## config.mk

```make
export PLATFORM = sky130hd
export DESIGN_NAME = snake_body_tracker
export DESIGN_NICKNAME = d
export VERILOG_FILES = /design/src/rtl/snake_body_tracker.sv
export SDC_FILE = /design/constraint.sdc
export NUM_CORES = 1
export LEC_CHECK = 0
export ABC_AREA = 1
export ABC_CLOCK_PERIOD_IN_PS = 2400
export CAP_MARGIN = 20
export CORE_AREA = 4 4 191 193
export DETAILED_ROUTE_END_ITERATION = 8
export DIE_AREA = 0 0 195 197
export DONT_BUFFER_PORTS = 1
export PLACE_DENSITY = 0.74
export SLEW_MARGIN = 20
export SYNTH_ARGS = -nofsm -noshare
export SYNTH_HDL_FRONTEND = slang
export SYNTH_SLANG_ARGS = --single-unit
```

## constraint.sdc

```tcl
create_clock -name vga_clk -period 2.4 [get_ports vga_clk]
set_input_delay 0.36 -clock vga_clk [delete_from_list [all_inputs] [get_ports vga_clk]]
set_output_delay 0.36 -clock vga_clk [all_outputs]
set_load 0.05 [all_outputs]
```

## src/rtl/snake_body_tracker.sv

```systemverilog
// Snake motion state: head position, body history, score and the IDLE/RUN/OVER game FSM.
// Body segments shift toward the tail on each move step; unused slots hold sentinel 10'h3FF.
module snake_body_tracker #(
  parameter int         TICK_CYCLES = 2500000,
  parameter logic [9:0] STEP        = 10'd20,
  parameter int         NSEG        = 20,
  parameter logic [9:0] START_X     = 10'd320,
  parameter logic [9:0] START_Y     = 10'd240
) (
  input  logic                vga_clk,
  input  logic                resetButton,
  input  logic                btn_up,
  input  logic                btn_down,
  input  logic                btn_left,
  input  logic                btn_right,
  input  logic                eat,
  input  logic                endgame,
  output logic [9:0]          current_x,
  output logic [9:0]          current_y,
  output logic [10*NSEG-1:0]  stored_x,
  output logic [10*NSEG-1:0]  stored_y,
  output logic [7:0]          score_cnt,
  output logic                move_tick,
  output logic                running
);

  localparam int TW = (TICK_CYCLES > 1) ? $clog2(TICK_CYCLES) : 1;
  localparam logic [TW-1:0] TICK_LAST = TW'(TICK_CYCLES - 1);

  localparam logic [1:0] DIR_UP    = 2'd0;
  localparam logic [1:0] DIR_DOWN  = 2'd1;
  localparam logic [1:0] DIR_LEFT  = 2'd2;
  localparam logic [1:0] DIR_RIGHT = 2'd3;

  typedef enum logic [1:0] {IDLE, RUN, OVER} state_t;

  state_t                 state;
  logic [1:0]             dir;
  logic [1:0]             pend_dir;
  logic [TW-1:0]          tick_cnt;
  logic                   grow_pend;
  logic [NSEG-1:0][9:0]   seg_x;
  logic [NSEG-1:0][9:0]   seg_y;

  logic                   req_valid;
  logic [1:0]             req_dir;
  logic                   req_opposite;
  logic                   step;
  logic [7:0]             score_next;
  logic [8:0]             len;
  logic [9:0]             next_x;
  logic [9:0]             next_y;
  logic [NSEG-1:0][9:0]   shift_x;
  logic [NSEG-1:0][9:0]   shift_y;
  logic [NSEG-1:0][9:0]   seg_x_next;
  logic [NSEG-1:0][9:0]   seg_y_next;

  always_comb begin
    req_valid = btn_up | btn_down | btn_left | btn_right;
    req_dir   = DIR_RIGHT;
    if (btn_up)        req_dir = DIR_UP;
    else if (btn_down) req_dir = DIR_DOWN;
    else if (btn_left) req_dir = DIR_LEFT;
  end

  // Opposite directions differ only in bit 0 (UP/DOWN, LEFT/RIGHT).
  assign req_opposite = ((req_dir ^ dir) == 2'b01);

  assign step = (state == RUN) && move_tick && !endgame;

  always_comb begin
    score_next = score_cnt;
    if ((grow_pend | eat) && (score_cnt != 8'hFF))
      score_next = score_cnt + 8'd1;
  end

  assign len = {1'b0, score_next} + 9'd2;

  always_comb begin
    next_x = current_x;
    next_y = current_y;
    case (pend_dir)
      DIR_UP:   next_y = current_y - STEP;
      DIR_DOWN: next_y = current_y + STEP;
      DIR_LEFT: next_x = current_x - STEP;
      default:  next_x = current_x + STEP;
    endcase
  end

  assign shift_x = {seg_x[NSEG-2:0], current_x};
  assign shift_y = {seg_y[NSEG-2:0], current_y};

  genvar gi;
  generate
    for (gi = 0; gi < NSEG; gi++) begin : g_seg
      assign seg_x_next[gi] = (len > 9'(gi)) ? shift_x[gi] : 10'h3FF;
      assign seg_y_next[gi] = (len > 9'(gi)) ? shift_y[gi] : 10'h3FF;
    end
  endgenerate

  assign stored_x = seg_x;
  assign stored_y = seg_y;

  always_ff @(posedge vga_clk or negedge resetButton) begin
    if (!resetButton) begin
      state     <= IDLE;
      dir       <= DIR_RIGHT;
      pend_dir  <= DIR_RIGHT;
      tick_cnt  <= '0;
      move_tick <= 1'b0;
      current_x <= START_X;
      current_y <= START_Y;
      seg_x     <= '1;
      seg_y     <= '1;
      score_cnt <= 8'd0;
      grow_pend <= 1'b0;
      running   <= 1'b0;
    end else begin
      tick_cnt  <= (tick_cnt == TICK_LAST) ? '0 : tick_cnt + TW'(1);
      move_tick <= (tick_cnt == TICK_LAST);

      // Checked against the committed direction so a quick double-tap cannot reverse.
      if (state != OVER && req_valid && !req_opposite)
        pend_dir <= req_dir;

      case (state)
        IDLE: begin
          if (req_valid) begin
            state   <= RUN;
            running <= 1'b1;
          end
        end
        RUN: begin
          if (endgame) begin
            state   <= OVER;
            running <= 1'b0;
          end else if (step) begin
            dir       <= pend_dir;
            current_x <= next_x;
            current_y <= next_y;
            seg_x     <= seg_x_next;
            seg_y     <= seg_y_next;
            score_cnt <= score_next;
            grow_pend <= 1'b0;
          end else if (eat) begin
            grow_pend <= 1'b1;
          end
        end
        default: ;
      endcase
    end
  end

endmodule

```

### After elaboration in Yosys (flattened, before gate mapping)

Cells that the tools add are included.

* flip-flop bits (word level): 459
* bits in latches: 0
* RAM bits: 0
* ROM bits: 0
* input bits: 8
* output and inout port bits: 430
* logic and storage cells: 166
* memories kept: 0

* $add $sub $neg: 7
* multiply operators: 0
* div/mod/pow operators: 0
* $lt $le $gt $ge: 20
* equality and inequality tests: 9
* shift-type cells: 0
* muxes and demuxes: 55
* bitwise operators: 7
* reduce and logical (&&, ||, !) cells: 18

Operators with widths (number)
* 10-bit two-way mux: 40
* 9-bit by 4-bit > comparator with 1-bit output, second input constant: 8
* 10-bit one-hot mux with 2 select lines: 2
* 9-bit by 3-bit > comparator with 1-bit output, second input constant: 4
* 9-bit by 5-bit > comparator with 1-bit output, second input constant: 4
* 22-bit by 1-bit adder with 22-bit output, second input constant: 1
* 22-bit == test, second input constant: 1
* 22-bit two-way mux: 1
* 10-bit by 5-bit adder with 10-bit output, second input constant: 2
* 10-bit by 5-bit subtractor with 10-bit output, second input constant: 2
* 9-bit by 1-bit > comparator with 1-bit output, second input constant: 2
* 9-bit by 2-bit > comparator with 1-bit output, second input constant: 2
* 8-bit by 2-bit adder with 9-bit output, second input constant: 1
* 3-bit AND reduction: 3
* 8-bit by 1-bit adder with 8-bit output, second input constant: 1
* 2-bit two-way mux: 4
* 8-bit two-way mux: 1
* 8-bit inequality test, second input constant: 1
* 4-bit AND reduction: 2
* 2-bit by 1-bit == test with 1-bit output, second input constant: 3
* 2-bit inequality test, second input constant: 3
* 2-bit nonzero test: 3
* 1-bit logical AND: 5
* 1-bit two-way mux: 5
* 9 further kinds: 15

### Longest topological paths before layout

Gate-level depths: netlist (run 1).

* depth after elaboration: 7
* gate-level depth with buffers: 20

### Worst setup path after synthesis (run 1)

No wires, ideal clock.

* path kind: flip-flop to flip-flop
* from: register score_cnt[1]
* to: register seg_x, in the netlist stored_x[167]
* arrival time: 2.938 ns
* required time: 2.341 ns
* path slack: -0.597 ns
* cell stages (with the launch flop): 19
* path buffers: 2
* period minus slack after synthesis: 2.997 ns
* cells stage by stage: dfrtp_1 -> ha_1 -> nand2_2 -> nor2_4 -> nand2_2 -> nand2_2 -> nand2_1 -> nand2_1 -> ha_1 -> inv_1 -> nand2_1 -> nand2_1 -> buf_4 -> nor2_1 -> nand3_1 -> nand2_1 -> buf_2 -> o22ai_1 -> inv_1

* cells in the longest elaborated chain, start to end: 6
* elaborated cells on any way between the ends: 7

RTL lines
* start: declaration: RTL line 22 `output logic [7:0] score_cnt,`
* start signal: assignment: RTL line 143 `score_cnt <= score_next;`
* parallel branches: the longest is 2 deep, another holds 8-bit by 1-bit adder with 8-bit output
* 8-bit two-way mux *: RTL line 73 `if ((grow_pend | eat) && (score_cnt != 8'hFF))`
* via score_next[1]: RTL line 49 `logic [7:0] score_next;`
* 8-bit by 2-bit adder with 9-bit output *: RTL line 77 `assign len = {1'b0, score_next} + 9'd2;`
* 9-bit by 5-bit > comparator with 1-bit output *: RTL line 96 `assign seg_x_next[gi] = (len > 9'(gi)) ? shift_x[gi] : 10'h3FF;`
* 10-bit two-way mux *: RTL line 96
* end signal: assignment: RTL line 141 `seg_x <= seg_x_next;`
* end: declaration: RTL line 42 `logic [NSEG-1:0][9:0] seg_x;`

Mark *: on every way through the listed nets, which the timed path passes.
A chain may end at the register's enable or synchronous reset.

### Worst setup path in the final report (run 1)

* from: register score_cnt[1]
* to: register seg_y, in the netlist stored_y[97]

* cells in the longest elaborated chain, start to end: 6
* elaborated cells on any way between the ends: 7

RTL lines
* parallel branches: the longest is 2 deep, another holds 8-bit by 1-bit adder with 8-bit output
* 8-bit two-way mux *: RTL line 73
* via score_next[1]: RTL line 49
* 8-bit by 2-bit adder with 9-bit output *: RTL line 77
* 9-bit by 4-bit > comparator with 1-bit output *: RTL line 97 `assign seg_y_next[gi] = (len > 9'(gi)) ? shift_y[gi] : 10'h3FF;`
* 10-bit two-way mux *: RTL line 97
* end signal: assignment: RTL line 142 `seg_y <= seg_y_next;`
* end: declaration: RTL line 43 `logic [NSEG-1:0][9:0] seg_y;`

Marks and branches as above.

==> out/summary.log, run 1 <==
[cells_and_area] post-layout net count 2570
[synthesis] proportion of register bits with asynchronous set or reset after synthesis 100%
[timing] smallest hold slack -444 ps
[clock_network] clock latency reported for the late side of the worst-skew pair 570 ps
[global_route] global-route wire length before repair 90200 um
[route] wire length per cell 19.7 um
[hold_path] class of the most critical hold timing path input pin to asynchronous set/reset pin
[synthesis] cell area after synthesis 0.0199 mm2
[timing] transition time at the pin with the least slew margin 714 ps
[timing] Min Clock Period, post-route 2540 ps
[setup_path] Worst Path Buf+Inv 4
[timing] fraction of the cycle the final worst path needs 106%
[job] number of max-cap violations 0
[placed_design] weighted congestion reported at the end of routability-driven placement 0.909
[cells_and_area] final cell area excluding filler cells 0.0246 mm2
[synthesis] unique cell type count in the Yosys netlist 42
[cells_and_area] Final Core Density 71.1%
[pwr] fraction of power consumed by combinational cells 6.5%
[setup_path] critical-path cell list ha_4, nand2_4, nor2_4, nand2_4, nand2_8, nand2_8, nand2_8, buf_4, ha_4, buf_4, nand3_2, nor2_4, nand3_4, clkbuf_16, nand3_1, nand2_1, inv_1
[pwr] share of power burned in registers 48.0%
[synthesis] total of flip-flops plus latches after synthesis 394
[setup_path] data arrival time of the worst path 3050 ps
[setup_path] startpoint type of the worst setup path flop
[clock_network] clock sink total 394
[floorplan] number of cell rows 68
[route] count of antenna-violating nets left after detailed routing 0
[route] number of iterations in the first detailed-routing pass 5
[setup_path] Worst R2R Setup Slack -140 ps
[clock_network] clock root buffer master sky130_fd_sc_hd__clkbuf_16
[floorplan] initial core utilization 57.7%
[floorplan] die outline area 0.0384 mm2
[placed_design] IO buf count 0
[pwr] worst voltage drop across the vdd grid 477 uV
[clock_network] clock buffer depth 3
[setup_path] highest net fanout along the worst path 7
[setup_path] critical path start-end classification flop to flop
[synthesis] mean instance size in the synthesized netlist 8.09 um2
[pwr] Pint 10.8 mW
[setup_path] CP Data Required Time 2900 ps
[global_route] initial antenna violation count 0
[timing] PnR worst setup slack -143 ps
[route] detailed-route wire length 59800 um
[global_route] maximum number of pins on one net before global-route repair 395
[cells_and_area] layout cell share with drive strength beyond 1 38.5%
[timing] setup violators final 244
[route] DR DRC count 0
[clock_network] H-tree Lvls 2
[clock_network] number of buffers added to fix hold violations after cts 5
[route] vias after detailed routing 16600
[setup_path] CP most frequent cell sky130_fd_sc_hd__nand2_8
[route] per-cell via count in the routed design 5.49
[global_route] number of global-route vias before repair 16000
[setup_path] slowest stage cell, crit path sky130_fd_sc_hd__dfrtp_2
[global_route] global-route usage over all layers 28.9%
[floorplan] Top Ports 438
[timing] maximum clock frequency 0.393 GHz
[pwr] Clock power frac 45.6%
[setup_path] number of cell instances on the worst register-to-register path 17
[synthesis] post-synthesis cell count 2466
[pwr] sw frac 23.0%
[synthesis] count of flip-flops with a built-in enable after synthesis 0
[timing] max-slew headroom at the worst pin 51.8%
[clock_network] Reg clk slew, reported paths 60 ps
[global_route] total congestion overflow after global routing 0
[setup_path] endpoint class of the critical path flop
[synthesis] top flip-flop cell by instance count after synthesis sky130_fd_sc_hd__dfstp_2
[floorplan] chip height 197 um
[timing] worst setup skew after layout 18.6 ps
[clock_network] TritonCTS clock tree built
[outcome] run status complete, but fails checks
[clock_network] CTS buffer count 43
[timing] final number of max-transition violations 0
[cells_and_area] P&R area growth vs syn 23.1%
[outcome] failing checks negative hold slack, negative setup slack
[pwr] leakage component of the power 12.8 nW
[placed_design] final HPWL from detailed placement 39000 um
[setup_path] Critical Path Max Stage Delay 430 ps
[synthesis] register area share after synthesis 51.6%
[pwr] areal power density over the cells 571 mW/mm2
[route] DR iter-0 viols 1000
[synthesis] yosys warns 0
[timing] number of failing hold endpoints at the final stage 351
[floorplan] Die Width 195 um
[setup_path] source of the worst register-to-register timing path score_cnt[1]$_DFFE_PN0P_
[pwr] switching power of the nets 3.23 mW
[timing] setup repair after global routing missed its margin yes
[setup_path] R2R Path End stored_y[97]$_DFFE_PN1P_
[setup_path] family with the most delay on the worst path simple AND/OR/NAND/NOR gates
[placed_design] instance area at placement 0.0216 mm2
[cells_and_area] antenna cell count 0
[floorplan] area of the core 0.0345 mm2
-- layout by cell type (no fill, tap or decap), drive strengths merged --
cell | synthesis | final
nor2 | 487 | 487
nand2 | 383 | 384
inv | 349 | 351
dfstp | 350 | 350
nand3 | 255 | 255
buf | 99 | 195
or2 | 122 | 122
o21ai | 98 | 98
clkbuf | 81 | 76
a21oi | 65 | 65
dfrtp | 44 | 44
a31oi | 38 | 38
o22ai | 17 | 17
xor2 | 17 | 17
ha | 17 | 17
nand4 | 11 | 11
nor3 | 11 | 11
clkinv | 2 | 7
dlygate4sd3 | 0 | 5
nor4 | 5 | 5
conb | 1 | 4
xnor2 | 3 | 3
o21bai | 2 | 2
a21boi | 2 | 2
fa | 2 | 2
bufinv | 0 | 1
o21a | 1 | 1
nand3b | 1 | 1
o22a | 1 | 1
o41ai | 1 | 1
o211a | 1 | 1
clkinvlp | 0 | 1
-- kinds of logic (layout without fill, tap and decap cells) --
kind of cell               Yosys count  in the layout  share of synthesized area (%)
AOI/OAI and AO/OA                  226            226                           6.20
xor gates and xnor gates            20             20                          0.878
adders and majority gates           19             19                           1.27
buffers and inverters              531            636                           11.5
DFF                                394            394                           51.6
other                                1              4                         0.0188
and+or+nand+nor                   1275           1276                           28.5
-- metrics by stage --
stage / setup WS (ps) / instances / setup TNS [ps] / total power, mW / hold WS (ps)
6_report: -143 / 3030 / -10930 / 14.0 / -444
5_1_grt: -228 / 3030 / -47240 / 14.4 / -502
4_1_cts: -47.6 / 3000 / -1370 / 13.9 / -519
3_5_place_dp: -193 / 2899 / -40930 / 7.51 / 94.2
3_3_place_gp: -118 / 2899 / -16300 / 7.48 / 95.7
2_1_floorplan: -136 / 2469 / -21040 / 7.29 / 64.4
-- registers in the layout, indices dropped and copies added (netlist names), 2 cells and up --
register   count
stored_y     160
tick_cnt      22
current_y      8
state          2
stored_x     180
pend_dir       2
score_cnt      8
dir            2
current_x      8
-- layout make-up --
| cell class | count | area, um2 |
|---|---|---|
| tap | 455 | 569 |
| multi-input combinational | 1545 | 8600 |
| sequential | 394 | 10300 |
| clock inverter | 7 | 56.3 |
| clock buffer | 70 | 1300 |
| timing repair inverter | 2 | 27.5 |
| inverter | 351 | 1360 |
| fill | 2553 | 9980 |
| timing repair buffer | 206 | 2350 |
-- cells in the mapped netlist (11+ instances only) --
cell type | instances | area, um2
sky130_fd_sc_hd__ha_1 | 17 | 213
sky130_fd_sc_hd__o21ai_0 | 91 | 455
sky130_fd_sc_hd__inv_1 | 343 | 1290
sky130_fd_sc_hd__or2_2 | 122 | 763
sky130_fd_sc_hd__nand2_1 | 370 | 1390
sky130_fd_sc_hd__nand3_1 | 235 | 1180
sky130_fd_sc_hd__a21oi_1 | 65 | 325
sky130_fd_sc_hd__clkbuf_1 | 81 | 304
sky130_fd_sc_hd__nor3_1 | 11 | 55.1
sky130_fd_sc_hd__xor2_1 | 17 | 149
sky130_fd_sc_hd__dfstp_2 | 350 | 9200
sky130_fd_sc_hd__o22ai_1 | 17 | 106
sky130_fd_sc_hd__nand3_2 | 20 | 200
sky130_fd_sc_hd__nor2_1 | 478 | 1790
sky130_fd_sc_hd__buf_4 | 69 | 518
sky130_fd_sc_hd__dfrtp_1 | 44 | 1100
sky130_fd_sc_hd__nand2_2 | 11 | 68.8
sky130_fd_sc_hd__buf_2 | 28 | 140
sky130_fd_sc_hd__a31oi_1 | 38 | 238
-- worst reg2reg max path: cells and delay by family (launching register included) --
kind,cells,cell delay (ps)
AND/OR/NAND/NOR,11,1080
buffers and inverters,4,550
adder cells (fa/ha/maj),2,430
flip-flops,1,430
-- routing by layer --
layer / vias up / GRT usage [%] / share of wire [%]
met5: - / 0 / 0
met4: 0 / 9.28 / 3.1
met3: 118 / 9.21 / 9.3
li1: 7753 / - / -
met2: 685 / 49.1 / 50
met1: 8085 / 35.3 / 37
-- power groups by stage --
stage                     Clock [mW]  Sequential, mW  Combinational (mW)
after CTS                       6.46            6.71               0.767
final                           6.38            6.72               0.908
after detailed placement           0            6.81               0.697
after global placement             0            6.81               0.672
after global routing            6.74            6.72               0.986
after floorplan                    0            6.83               0.456
-- how the worst max path moves through the flow --
stage	slack [ps]	cells past startpoint	startpoint	end
3_5_place_dp	-190	18	score_cnt[1]$_DFFE_PN0P_	stored_y[94]$_DFFE_PN1P_
5_1_grt	-230	18	score_cnt[1]$_DFFE_PN0P_	stored_y[97]$_DFFE_PN1P_
6_report	-140	17	score_cnt[1]$_DFFE_PN0P_	stored_y[97]$_DFFE_PN1P_
4_1_cts	-50	18	score_cnt[1]$_DFFE_PN0P_	stored_x[153]$_DFFE_PN1P_
3_3_place_gp	-120	16	score_cnt[1]$_DFFE_PN0P_	stored_y[74]$_DFFE_PN1P_
2_1_floorplan	-140	18	score_cnt[1]$_DFFE_PN0P_	stored_x[178]$_DFFE_PN1P_
-- timing repair --
| action | in CTS | in global routing |
|---|---|---|
| buffers inserted | 15 | 20 |
| pin swaps | 12 | 58 |
| cloned | 4 | 10 |
| setup endpoints to repair | 342 | 338 |
| hold endpoints to repair | 397 | 394 |
| gates resized for setup | 54 | 165 |
(Power assumes the default switching activity.)
==> inputs of run 2 (changes only) <==
--- a/config.mk
+++ b/config.mk
@@ -6,13 +6,13 @@
 export NUM_CORES = 1
 export LEC_CHECK = 0
 export ABC_AREA = 1
-export ABC_CLOCK_PERIOD_IN_PS = 2400
+export ABC_CLOCK_PERIOD_IN_PS = 2500
 export CAP_MARGIN = 20
-export CORE_AREA = 4 4 191 193
+export CORE_AREA = 4 4 182 184
 export DETAILED_ROUTE_END_ITERATION = 8
-export DIE_AREA = 0 0 195 197
+export DIE_AREA = 0 0 186 188
 export DONT_BUFFER_PORTS = 1
-export PLACE_DENSITY = 0.74
+export PLACE_DENSITY = 0.77
 export SLEW_MARGIN = 20
 export SYNTH_ARGS = -nofsm -noshare
 export SYNTH_HDL_FRONTEND = slang
==> constraint.sdc (replaced) <==
create_clock -name vga_clk -period 2.5 [get_ports vga_clk]
set_input_delay 0.375 -clock vga_clk [delete_from_list [all_inputs] [get_ports vga_clk]]
set_output_delay 0.375 -clock vga_clk [all_outputs]
set_load 0.05 [all_outputs]
==> run 2 against run 1 <==
Critical endpoint is now stored_x[154]$_DFFE_PN1P_. Sequential share of layout area increased by 1.1 points. The flow still finishes with violations (negative hold slack, negative setup slack). Largest power group unchanged. Maximum frequency decreased by 3.8%. Critical path depth increased by 2.
==> out/summary.log, run 2 (synthesis gave the netlist of run 1 again) <==
[timing] final number of max-transition violations 0 [unchanged]
[setup_path] CP Data Required Time 2960 ps [+60 ps]
[clock_network] clock sink total 394 [unchanged]
[floorplan] Top Ports 438 [unchanged]
[route] detailed-route wire length 58600 um [-1.9%]
[clock_network] Reg clk slew, reported paths 60 ps [about the same]
[route] DR iter-0 viols 1308 [+31%]
[floorplan] initial core utilization 63.5% [+5.8 points]
[clock_network] H-tree Lvls 2 [unchanged]
[route] wire length per cell 20.0 um [+1.2%]
[global_route] global-route wire length before repair 86700 um [-3.9%]
[cells_and_area] commonest cells after routing, fill and taps aside sky130_fd_sc_hd__nor2_1, sky130_fd_sc_hd__dfstp_2, sky130_fd_sc_hd__inv_1
[setup_path] critical path start-end classification flop to flop
[timing] smallest hold slack -380 ps [+64.1 ps]
[cells_and_area] number of flip-flops under the largest register name 180 [unchanged]
[route] number of iterations in the first detailed-routing pass 6 [+1]
[setup_path] Worst R2R Setup Slack -140 ps [about the same]
[global_route] initial antenna violation count 1 [+1]
[timing] worst setup skew after layout 21.8 ps [+3.25 ps]
[floorplan] number of cell rows 65 [-4.4%]
[cells_and_area] layout cell share with drive strength beyond 1 36.2% [-2.2 points]
[route] count of antenna-violating nets left after detailed routing 0 [unchanged]
[clock_network] clock buffer depth 3 [unchanged]
[timing] setup violators final 111 [-55%]
[timing] fraction of the cycle the final worst path needs 106% [-0.18 points]
[setup_path] startpoint type of the worst setup path flop
[global_route] number of global-route vias before repair 15800 [-0.90%]
[cells_and_area] post-layout net count 2528 [-1.6%]
[pwr] overall power after layout 13.5 mW [-3.6%]
[timing] setup repair after global routing missed its margin yes
[floorplan] die outline area 0.0350 mm2 [-9.0%]
[setup_path] highest net fanout along the worst path 8 [+1]
[floorplan] Die Width 186 um [-4.6%]
[route] DR DRC count 0 [unchanged]
[timing] Min Clock Period, post-route 2640 ps [+101 ps]
[pwr] worst voltage drop across the vdd grid 502 uV [+5.3%]
[pwr] leakage component of the power 12.6 nW [-1.8%]
[timing] transition time at the pin with the least slew margin 755 ps [+40.9 ps]
[route] per-cell via count in the routed design 5.70 [+3.8%]
[hold_path] class of the most critical hold timing path input pin to asynchronous set/reset pin
[placed_design] instance area at placement 0.0208 mm2 [-3.9%]
[pwr] areal power density over the cells 564 mW/mm2 [-1.1%]
[clock_network] CTS buffer count 43 [unchanged]
[cells_and_area] filler cell count in the final layout 2131 [-17%]
[placed_design] weighted congestion reported at the end of routability-driven placement 0.909 [about the same]
[placed_design] final HPWL from detailed placement 37300 um [-4.3%]
[placed_design] IO buf count 0 [unchanged]
[clock_network] clock latency reported for the late side of the worst-skew pair 530 ps [-40 ps]
[cells_and_area] final cell area excluding filler cells 0.0239 mm2 [-2.6%]
[cells_and_area] footprint of the flip-flops and latches 0.0103 mm2 [unchanged]
[cells_and_area] P&R area growth vs syn 20.0%
[clock_network] TritonCTS clock tree built
[outcome] failing checks negative hold slack, negative setup slack
[setup_path] endpoint class of the critical path flop
[cells_and_area] most frequent standard cell in the layout excluding fill and tap cells sky130_fd_sc_hd__nor2_1
[clock_network] clock root buffer master sky130_fd_sc_hd__clkbuf_16
[route] vias after detailed routing 16700 [+0.62%]
[timing] PnR worst setup slack -144 ps [-1.48 ps]
[job] number of max-cap violations 0 [unchanged]
[floorplan] chip height 188 um [-4.6%]
[setup_path] data arrival time of the worst path 3110 ps [+60 ps]
[cells_and_area] area of the multi-input gates 0.00852 mm2 [-0.84%]
[timing] maximum clock frequency 0.378 GHz [-3.8%]
[outcome] run status complete, but fails checks
[timing] max-slew headroom at the worst pin 49.7% [-2.1 points]
[timing] number of failing hold endpoints at the final stage 275 [-22%]
[floorplan] area of the core 0.0314 mm2 [-9.1%]
[global_route] maximum number of pins on one net before global-route repair 395 [unchanged]
[global_route] global-route usage over all layers 30.5% [+1.6 points]
[cells_and_area] Final Core Density 76.2% [+5.1 points]
[global_route] total congestion overflow after global routing 0 [unchanged]
run 2: layer usage:
| metal | share of wire, % | GRT usage [%] | vias to the layer above |
|---|---|---|---|
| li1 | - | - | 7673 |
| met1 | 36 | 37.4 | 8115 |
| met2 | 49 | 49.7 | 800 |
| met3 | 10 | 10.0 | 157 |
| met4 | 4.4 | 12.1 | 0 |
| met5 | 0 | 0 | - |
run 2: stage by stage:
| stage | instances | worst slack [ps] | TNS (ps) |
|---|---|---|---|
| after floorplan | 2469 | -32.4 | -2180 |
| after global placement | 2798 | -142 | -2060 |
| after detailed placement | 2798 | -237 | -14920 |
| after CTS | 2891 | -59.2 | -1880 |
| after global routing | 2936 | -244 | -31920 |
| final | 2936 | -144 | -3430 |
run 2: what timing repair did:
item | CTS | global route
gates cloned | 4 | 13
hold endpoints to repair | 394 | 338
setup endpoints to repair | 229 | 343
setup buffers | 12 | 31
pin swaps | 7 | 55
resized for setup | 22 | 206
run 2: report_power, final:
group / total, mW / internal [mW] / switching [mW]
logic: 0.781 / 0.304 / 0.477
clock network: 6.28 / 3.71 / 2.56
registers: 6.45 / 6.43 / 0.0143
run 2: worst paths after layout:
| check | start | to | depth (start not counted) |
|---|---|---|---|
| setup / recovery | score_cnt[1]$_DFFE_PN0P_ | stored_x[154]$_DFFE_PN1P_ | 19 |
| hold / removal | resetButton | score_cnt[7]$_DFFE_PN0P_ | 0 |
| hold reg to reg | tick_cnt[0]$_DFF_PN0_ | tick_cnt[0]$_DFF_PN0_ | 1 |
| setup reg to reg | score_cnt[1]$_DFFE_PN0P_ | stored_x[154]$_DFFE_PN1P_ | 19 |
| min in group vga_clk | btn_up | pend_dir[0]$_DFFE_PN1P_ | 3 |
| max in group asynchronous | resetButton | score_cnt[0]$_DFFE_PN0P_ | 0 |
run 2: worst max-delay path, cell delays in order, from the launching register on:
cell                      delay (ps)
sky130_fd_sc_hd__dfrtp_2         430
sky130_fd_sc_hd__ha_4            170
sky130_fd_sc_hd__nand2_4          70
sky130_fd_sc_hd__nor2_4           50
sky130_fd_sc_hd__nand2_4         150
sky130_fd_sc_hd__nand2_8          80
sky130_fd_sc_hd__nand2_4          80
sky130_fd_sc_hd__nand2_8          70
sky130_fd_sc_hd__ha_4            170
sky130_fd_sc_hd__inv_2            60
sky130_fd_sc_hd__nand2_4          60
sky130_fd_sc_hd__nand2_8         120
sky130_fd_sc_hd__buf_6           140
sky130_fd_sc_hd__nand3_4          80
sky130_fd_sc_hd__o21ai_4         280
sky130_fd_sc_hd__buf_6           160
sky130_fd_sc_hd__buf_16          130
sky130_fd_sc_hd__nand3_1          90
sky130_fd_sc_hd__nand2_1         120
sky130_fd_sc_hd__inv_1            60
run 2: cell type report:
| class | instances | share of cell area (%) |
|---|---|---|
| antenna | 1 | 0.0105 |
| clock buffer | 64 | 5.29 |
| clock inverter | 13 | 0.549 |
| inverter | 351 | 5.64 |
| multi-input combinational | 1548 | 35.6 |
| sequential | 394 | 43.1 |
| tap | 402 | 2.10 |
| timing repair buffer | 163 | 7.70 |
==> inputs of run 3 (changes only) <==
--- a/config.mk
+++ b/config.mk
@@ -6,14 +6,12 @@
 export NUM_CORES = 1
 export LEC_CHECK = 0
 export ABC_AREA = 1
-export ABC_CLOCK_PERIOD_IN_PS = 2500
 export CAP_MARGIN = 20
 export CORE_AREA = 4 4 182 184
 export DETAILED_ROUTE_END_ITERATION = 8
 export DIE_AREA = 0 0 186 188
 export DONT_BUFFER_PORTS = 1
 export PLACE_DENSITY = 0.77
-export SLEW_MARGIN = 20
 export SYNTH_ARGS = -nofsm -noshare
 export SYNTH_HDL_FRONTEND = slang
 export SYNTH_SLANG_ARGS = --single-unit
==> results of run 3 <==
The final DEF is identical to that of run 2; final timing and power are the same.
